### src/rtl/universal_shift_register.sv
// Parametrised universal shift register: hold, shift, rotate and parallel load,
// with a registered serial-out bit and a serial-shift frame counter/pulse.
module universal_shift_register #(
   parameter int unsigned          WIDTH     = 8,
   parameter logic [WIDTH-1:0]     RESET_VAL = '0,
   localparam int unsigned         CW        = $clog2(WIDTH)
) (
   input  logic             clk,
   input  logic             reset,
   input  logic             en_i,
   input  logic [2:0]       mode_i,
   input  logic             x_i,
   input  logic [WIDTH-1:0] d_i,
   output logic [WIDTH-1:0] sr_o,
   output logic             so_o,
   output logic [CW-1:0]    cnt_o,
   output logic             frame_o
);

   localparam logic [2:0] MODE_HOLD = 3'b000;
   localparam logic [2:0] MODE_SHL  = 3'b001;
   localparam logic [2:0] MODE_SHR  = 3'b010;
   localparam logic [2:0] MODE_ROL  = 3'b011;
   localparam logic [2:0] MODE_ROR  = 3'b100;
   localparam logic [2:0] MODE_LOAD = 3'b101;

   localparam logic [CW-1:0] CNT_LAST = CW'(WIDTH - 1);

   logic [WIDTH-1:0] sr_q, sr_d;
   logic             so_q, so_d;
   logic [CW-1:0]    cnt_q, cnt_d;
   logic             frame_q, frame_d;
   logic             serial_shift;

   // Next-state: operation select, then frame counting for serial shifts only.
   always_comb begin
      sr_d         = sr_q;
      so_d         = so_q;
      cnt_d        = cnt_q;
      frame_d      = 1'b0;
      serial_shift = 1'b0;

      if (en_i) begin
         case (mode_i)
            MODE_HOLD: ;
            MODE_SHL: begin
               sr_d         = {sr_q[WIDTH-2:0], x_i};
               so_d         = sr_q[WIDTH-1];
               serial_shift = 1'b1;
            end
            MODE_SHR: begin
               sr_d         = {x_i, sr_q[WIDTH-1:1]};
               so_d         = sr_q[0];
               serial_shift = 1'b1;
            end
            MODE_ROL: begin
               sr_d = {sr_q[WIDTH-2:0], sr_q[WIDTH-1]};
               so_d = sr_q[WIDTH-1];
            end
            MODE_ROR: begin
               sr_d = {sr_q[0], sr_q[WIDTH-1:1]};
               so_d = sr_q[0];
            end
            MODE_LOAD: begin
               sr_d  = d_i;
               cnt_d = '0;
            end
            default: ;
         endcase
      end

      if (serial_shift) begin
         if (cnt_q == CNT_LAST) begin
            cnt_d   = '0;
            frame_d = 1'b1;
         end else begin
            cnt_d = cnt_q + CW'(1);
         end
      end
   end

   always_ff @(posedge clk or posedge reset) begin
      if (reset) begin
         sr_q    <= RESET_VAL;
         so_q    <= 1'b0;
         cnt_q   <= '0;
         frame_q <= 1'b0;
      end else begin
         sr_q    <= sr_d;
         so_q    <= so_d;
         cnt_q   <= cnt_d;
         frame_q <= frame_d;
      end
   end

   assign sr_o    = sr_q;
   assign so_o    = so_q;
   assign cnt_o   = cnt_q;
   assign frame_o = frame_q;

endmodule

### config.mk
export PLATFORM = sky130hd
export DESIGN_NAME = universal_shift_register
export DESIGN_NICKNAME = d
export VERILOG_FILES = /design/src/rtl/universal_shift_register.sv
export SDC_FILE = /design/constraint.sdc
export NUM_CORES = 1
export LEC_CHECK = 0
export CAP_MARGIN = 20
export CORE_ASPECT_RATIO = 1.5
export CORE_MARGIN = 1
export CORE_UTILIZATION = 30
export CTS_CLUSTER_DIAMETER = 40
export DETAILED_ROUTE_END_ITERATION = 10
export DONT_BUFFER_PORTS = 1
export PLACE_DENSITY_LB_ADDON = 0.1
export SLEW_MARGIN = 20
export SYNTH_ARGS = -nofsm -noshare
export SYNTH_HDL_FRONTEND = slang
export SYNTH_SLANG_ARGS = --single-unit
### constraint.sdc
create_clock -name clk -period 4.5 [get_ports clk]
set_input_delay 0.45 -clock clk [delete_from_list [all_inputs] [get_ports clk]]
set_output_delay 0.45 -clock clk [all_outputs]
set_load 0.02 [all_outputs]
---- Word-level counts from Yosys, hierarchy flattened ----
Index checks and enable logic that the tools add are counted.
Widths: inputs -> output; s select.
operators by class
  mux-type cells .......................... 10
  equality and inequality tests ........... 6
  reduce and logical (&&, ||, !) cells .... 10
  add/subtract/negate cells ............... 1
operator list
  kind                 number
  $pmux 8 s5           1
  $mux 3               4
  $eq 3x3->1 const B   3
  $eq 3x2->1 const B   2
  $reduce_and 2->1     3
  $reduce_bool 2->1    3
  $reduce_or 2->1      3
  $reduce_bool 5->1    1
  $mux 1               4
  $add 3x1->3 const B  1
  $eq 3x1->1 const B   1
  $pmux 1 s2           1
storage, ports and cells
  register bits ........................... 13
  logic and storage cells ................. 31
  output and inout port bits .............. 13
  input port bits ......................... 15

---- Longest topological paths before layout ----
  depth after elaboration ................. 6
  depth in mapped cells ................... 5
  mapped depth without buffers ............ 5

---- Worst setup path after synthesis ----
OpenSTA, ideal clock, no wires.
  kind .................................... reg-to-reg
  start point ............................. register cnt_q[0] (netlist: cnt_o[0])
  end point ............................... register cnt_q[2] (netlist: cnt_o[2])
  setup slack ............................. 2.957 ns
  buffers on the path ..................... 0
  setup time .............................. 0.133 ns
  clock period less this slack ............ 1.543 ns
  cell stages (with the launch flop) ...... 6
  arrival time ............................ 1.410 ns
  cell sequence ........................... dfrtp_1 -> ha_1 -> ha_1 -> and4b_1 -> a211oi_1 -> o22ai_1
between the ends
  longest elaborated chain between the ends .. 3
RTL lines
  element                                    RTL line  source
  start: declaration                         31        logic [CW-1:0] cnt_q, cnt_d;
  start signal: assignment                   91        cnt_q <= cnt_d;
  $add 3x1->3 or $eq 3x3->1 (tied branches)  77, 73
  $mux 3 (*)                                 73        if (cnt_q == CNT_LAST) begin
  $mux 3 (*)                                 72        if (serial_shift) begin
Mark *: on every way between the ends. The rest lies on a longest branch, timed or not.
A chain may end at the register's enable or synchronous reset.

---- Final worst setup path ----
Same ends and word-level chain as after synthesis.

==> results.py <==
metrics = {
    "outcome": {
        "status": "complete, no violations",
    },
    "logic_synthesis": {
        "synth_top_family_by_area": "compound AO/OA/AOI/OAI gates",
        "syn_nets": 123,
        "synth_compound_area_share_pct": 29.6,
        "synth_xor_xnor_area_share_pct": 1.79,
        "synth-async-reset-ratio_pct": 100,
        "synth_ff_type": "dfrtp_1",
        "synth_seq_cells": 13,
        "syn_avg_cell_area_sq_um": 9.25,
        "synthMuxAreaShare_pct": 6.12,
        "synth-edff-count": 0,
        "synthAdderAreaFrac_pct": 2.55,
        "yosysSeqAreaShare_pct": 33.2,
        "syn_area_sq_um": 981,
        "synthCells": 106,
        "ys_types": 35,
        "synthSimpleGateAreaFrac_pct": 20.5,
        "yosys_warnings": 0,
    },
    "placement": {
        "post-place-ws_ns": 2.81,
        "gp_congestion": 0.721,
        "hpwlAfterDp_um": 1760,
        "port_buffers": 0,
        "placed_cells": 137,
    },
    "die": {
        "rows": 25,
        "initial_core_util_pct": 31.4,
        "pin_count": 28,
        "die_h_um": 72.0,
        "die-area_sq_mm": 0.00351,
        "die_width_um": 48.7,
        "core_sq_mm": 0.00313,
    },
    "drt": {
        "drtIter0Drc": 13,
        "postRouteAntennaNets": 0,
        "routedWlPerCell_um": 17.6,
        "vias": 794,
        "vias_per_cell": 5.63,
        "drt_pass1_iterations": 4,
        "routed_wl_um": 2480,
        "post-route-drc-count": 0,
    },
    "critical_path": {
        "r2r-end": "cnt_o[2]$_DFFE_PP0P_",
        "reg2reg_setup_slack_ns": 2.88,
        "crit_path_start_kind": "flop",
        "r2r_start": "cnt_o[0]$_DFFE_PP0P_",
        "setup.worst_path.end": "cnt_o[2]$_DFFE_PP0P_",
        "arrival_ns": 1.75,
        "crit_fanout": 4,
        "criticalPathCategory": "flop to flop",
        "worstPathRequired_ns": 4.63,
        "r2r_cells": 5,
        "startpoint": "cnt_o[0]$_DFFE_PP0P_",
        "worst_setup_path_end_kind": "flop",
    },
    "timing": {
        "post-route-min-period_ns": 1.62,
        "fmax_ghz": 0.617,
        "fin_crit_sh_pct": 36.0,
        "rsz0062_at_grt": "no",
        "finalMaxSlewViolations": 0,
        "worst_slack_ns": 2.88,
        "worstMarginPinSlew_ns": 0.827,
        "final.setup.tns_ns": 0,
        "setup_viol": 0,
        "slew_headroom_pct": 44.5,
        "hold_violations": 0,
        "skew_ns": 0.00347,
    },
    "global_routing": {
        "globalRouteOverflowTotal": 0,
        "grt_pass1_wl_um": 4270,
        "top_usage_layer": "met2",
        "grt_max_degree": 31,
        "antenna_found_initial": 0,
        "first_global_vias": 798,
        "grt_use_met3_pct": 3.14,
        "grt_use_met1_pct": 19.5,
        "use_met2_pct": 26.4,
        "grtUsageTotal_pct": 15.9,
    },
    "clock_network": {
        "cts_tree": "yes",
        "clk_path_buf_depth": 2,
        "cts_hold_buf": 0,
        "cts_resized": 0,
        "clk_pin_slew_ns": 0.06,
        "post_cts_buffers": 0,
        "cts_sinks": 13,
        "cts_root_buf": "clkbuf_8",
        "htreeDepth": 1,
        "insertion_delay_ns": 0.25,
        "numCtsBuffers": 3,
    },
    "pwr": {
        "p_leak_nw": 0.432,
        "ir_worst_vdd_uv": 97.3,
        "swShare_pct": 36.6,
        "p_int_w": 0.000246,
        "p_seq_share_pct": 50.4,
        "p_comb_share_pct": 21.5,
        "cellPowerDensity_mw_per_mm2": 377,
        "p_sw_w": 0.000142,
        "clkPwrFrac_pct": 28.2,
    },
    "layout": {
        "n_fill_cell": 368,
        "drive_gt1_share_pct": 8.91,
        "area_delta_synth_final_pct": 4.97,
        "layoutNonFillerInstCount": 141,
        "n_antenna_cell": 0,
        "nNetsFinal": 119,
    },
    "job": {
        "max_cap_viol_count": 0,
    },
    "worst_hold_path": {
        "hold_class": "input pin to async pin",
    },
}
-- placed cells by master, fill, tap and decap left out, types with 4 or more instances in the layout --
cell type	netlist	layout
or3_1	5	5
nor2b_1	5	5
nand2_1	6	6
a31oi_1	4	4
dfrtp_1	13	13
a211oi_1	6	6
mux2i_1	6	6
a22o_1	5	5
nand2b_1	6	6
o21ai_0	5	5
-- synth_stat cells, types with 2 or more instances --
cell type	number	area, sq um
o22ai_1	2	12.5
ha_1	2	25.0
and4b_1	3	30.0
o211ai_1	2	15.0
a22o_1	5	43.8
dfrtp_1	13	325
nand2b_1	6	37.5
nor2_1	2	7.51
nor3_1	2	10.0
nand2_1	6	22.5
a31oi_1	4	25.0
o41ai_2	2	32.5
a21oi_1	3	15.0
clkbuf_1	4	15.0
mux2i_1	6	60.1
o21ai_0	5	25.0
o311a_1	2	20.0
buf_2	4	20.0
or3_1	5	31.3
nor2b_1	5	31.3
a211oi_1	6	45.0
inv_1	3	11.3
a21boi_0	2	15.0
-- worst max-delay path, cell delays in order (launching register included) --
cell and delay, ns:
dfrtp_1 0.48, ha_1 0.25, ha_1 0.29, and4b_1 0.19, a211oi_1 0.20, o22ai_1 0.09
-- registers in the layout (all words and copies together), names as in the netlist --
register / cells
cnt_o: 3
frame_o: 1
so_o: 1
sr_o: 8
-- power groups by stage --
stage | combinational, W | clock [W] | sequential (W)
floorplan | 0.0000811 | 0 | 0.000188
global placement | 0.0000838 | 0 | 0.000200
detailed placement | 0.0000846 | 0 | 0.000199
CTS | 0.0000846 | 0.000113 | 0.000197
global route | 0.0000946 | 0.000119 | 0.000201
finish | 0.0000833 | 0.000109 | 0.000195
-- cell families (layout without fill, tap and decap cells) --
family,after synthesis,in the layout
multiplexers,6,6
XOR/XNOR,2,2
AND/OR/NAND/NOR,33,33
buffers and inverters,13,8
adder cells (fa/ha/maj),2,2
AO/OA/AOI/OAI,37,37
flip-flops,13,13
-- cell type report --
cell class / count / area, sq um / share of cell area (%)
sequential: 13 / 325 / 31.6
inverter: 4 / 15.0 / 1.46
clock buffer: 4 / 45.0 / 4.37
tap: 40 / 50.0 / 4.86
multi-input combinational: 80 / 594 / 57.7
-- how the worst min path moves through the flow --
stage	from	to	slack, ns	depth (start not counted)
after global routing	reset	cnt_o[0]$_DFFE_PP0P_	0.18	1
after floorplan	reset	cnt_o[0]$_DFFE_PP0P_	0.33	1
after detailed placement	reset	so_o$_DFFE_PP0P_	0.42	1
after CTS	reset	cnt_o[0]$_DFFE_PP0P_	0.15	1
final	reset	cnt_o[0]$_DFFE_PP0P_	0.12	1
after global placement	reset	frame_o$_DFF_PP0_	0.42	1
-- metrics by stage --
| stage | util, % | instance area [sq um] | total power, W | hold WS, ns |
|---|---|---|---|---|
| floorplan | - | 981 | 0.000269 | 0.327 |
| global placement | 31.5 | 985 | 0.000283 | 0.420 |
| detailed placement | 31.5 | 985 | 0.000284 | 0.417 |
| CTS | 32.9 | 1030 | 0.000395 | 0.150 |
| global route | 32.9 | 1030 | 0.000414 | 0.179 |
| finish | 32.9 | 1030 | 0.000388 | 0.123 |
-- metal layers --
layer / vias to the layer above / share of wire (%)
li1: 387 / -
met1: 382 / 43
met2: 20 / 51
met3: 5 / 4.2
met4: 0 / 1.5
met5: - / 0
Power figures use the tool's default switching activity.
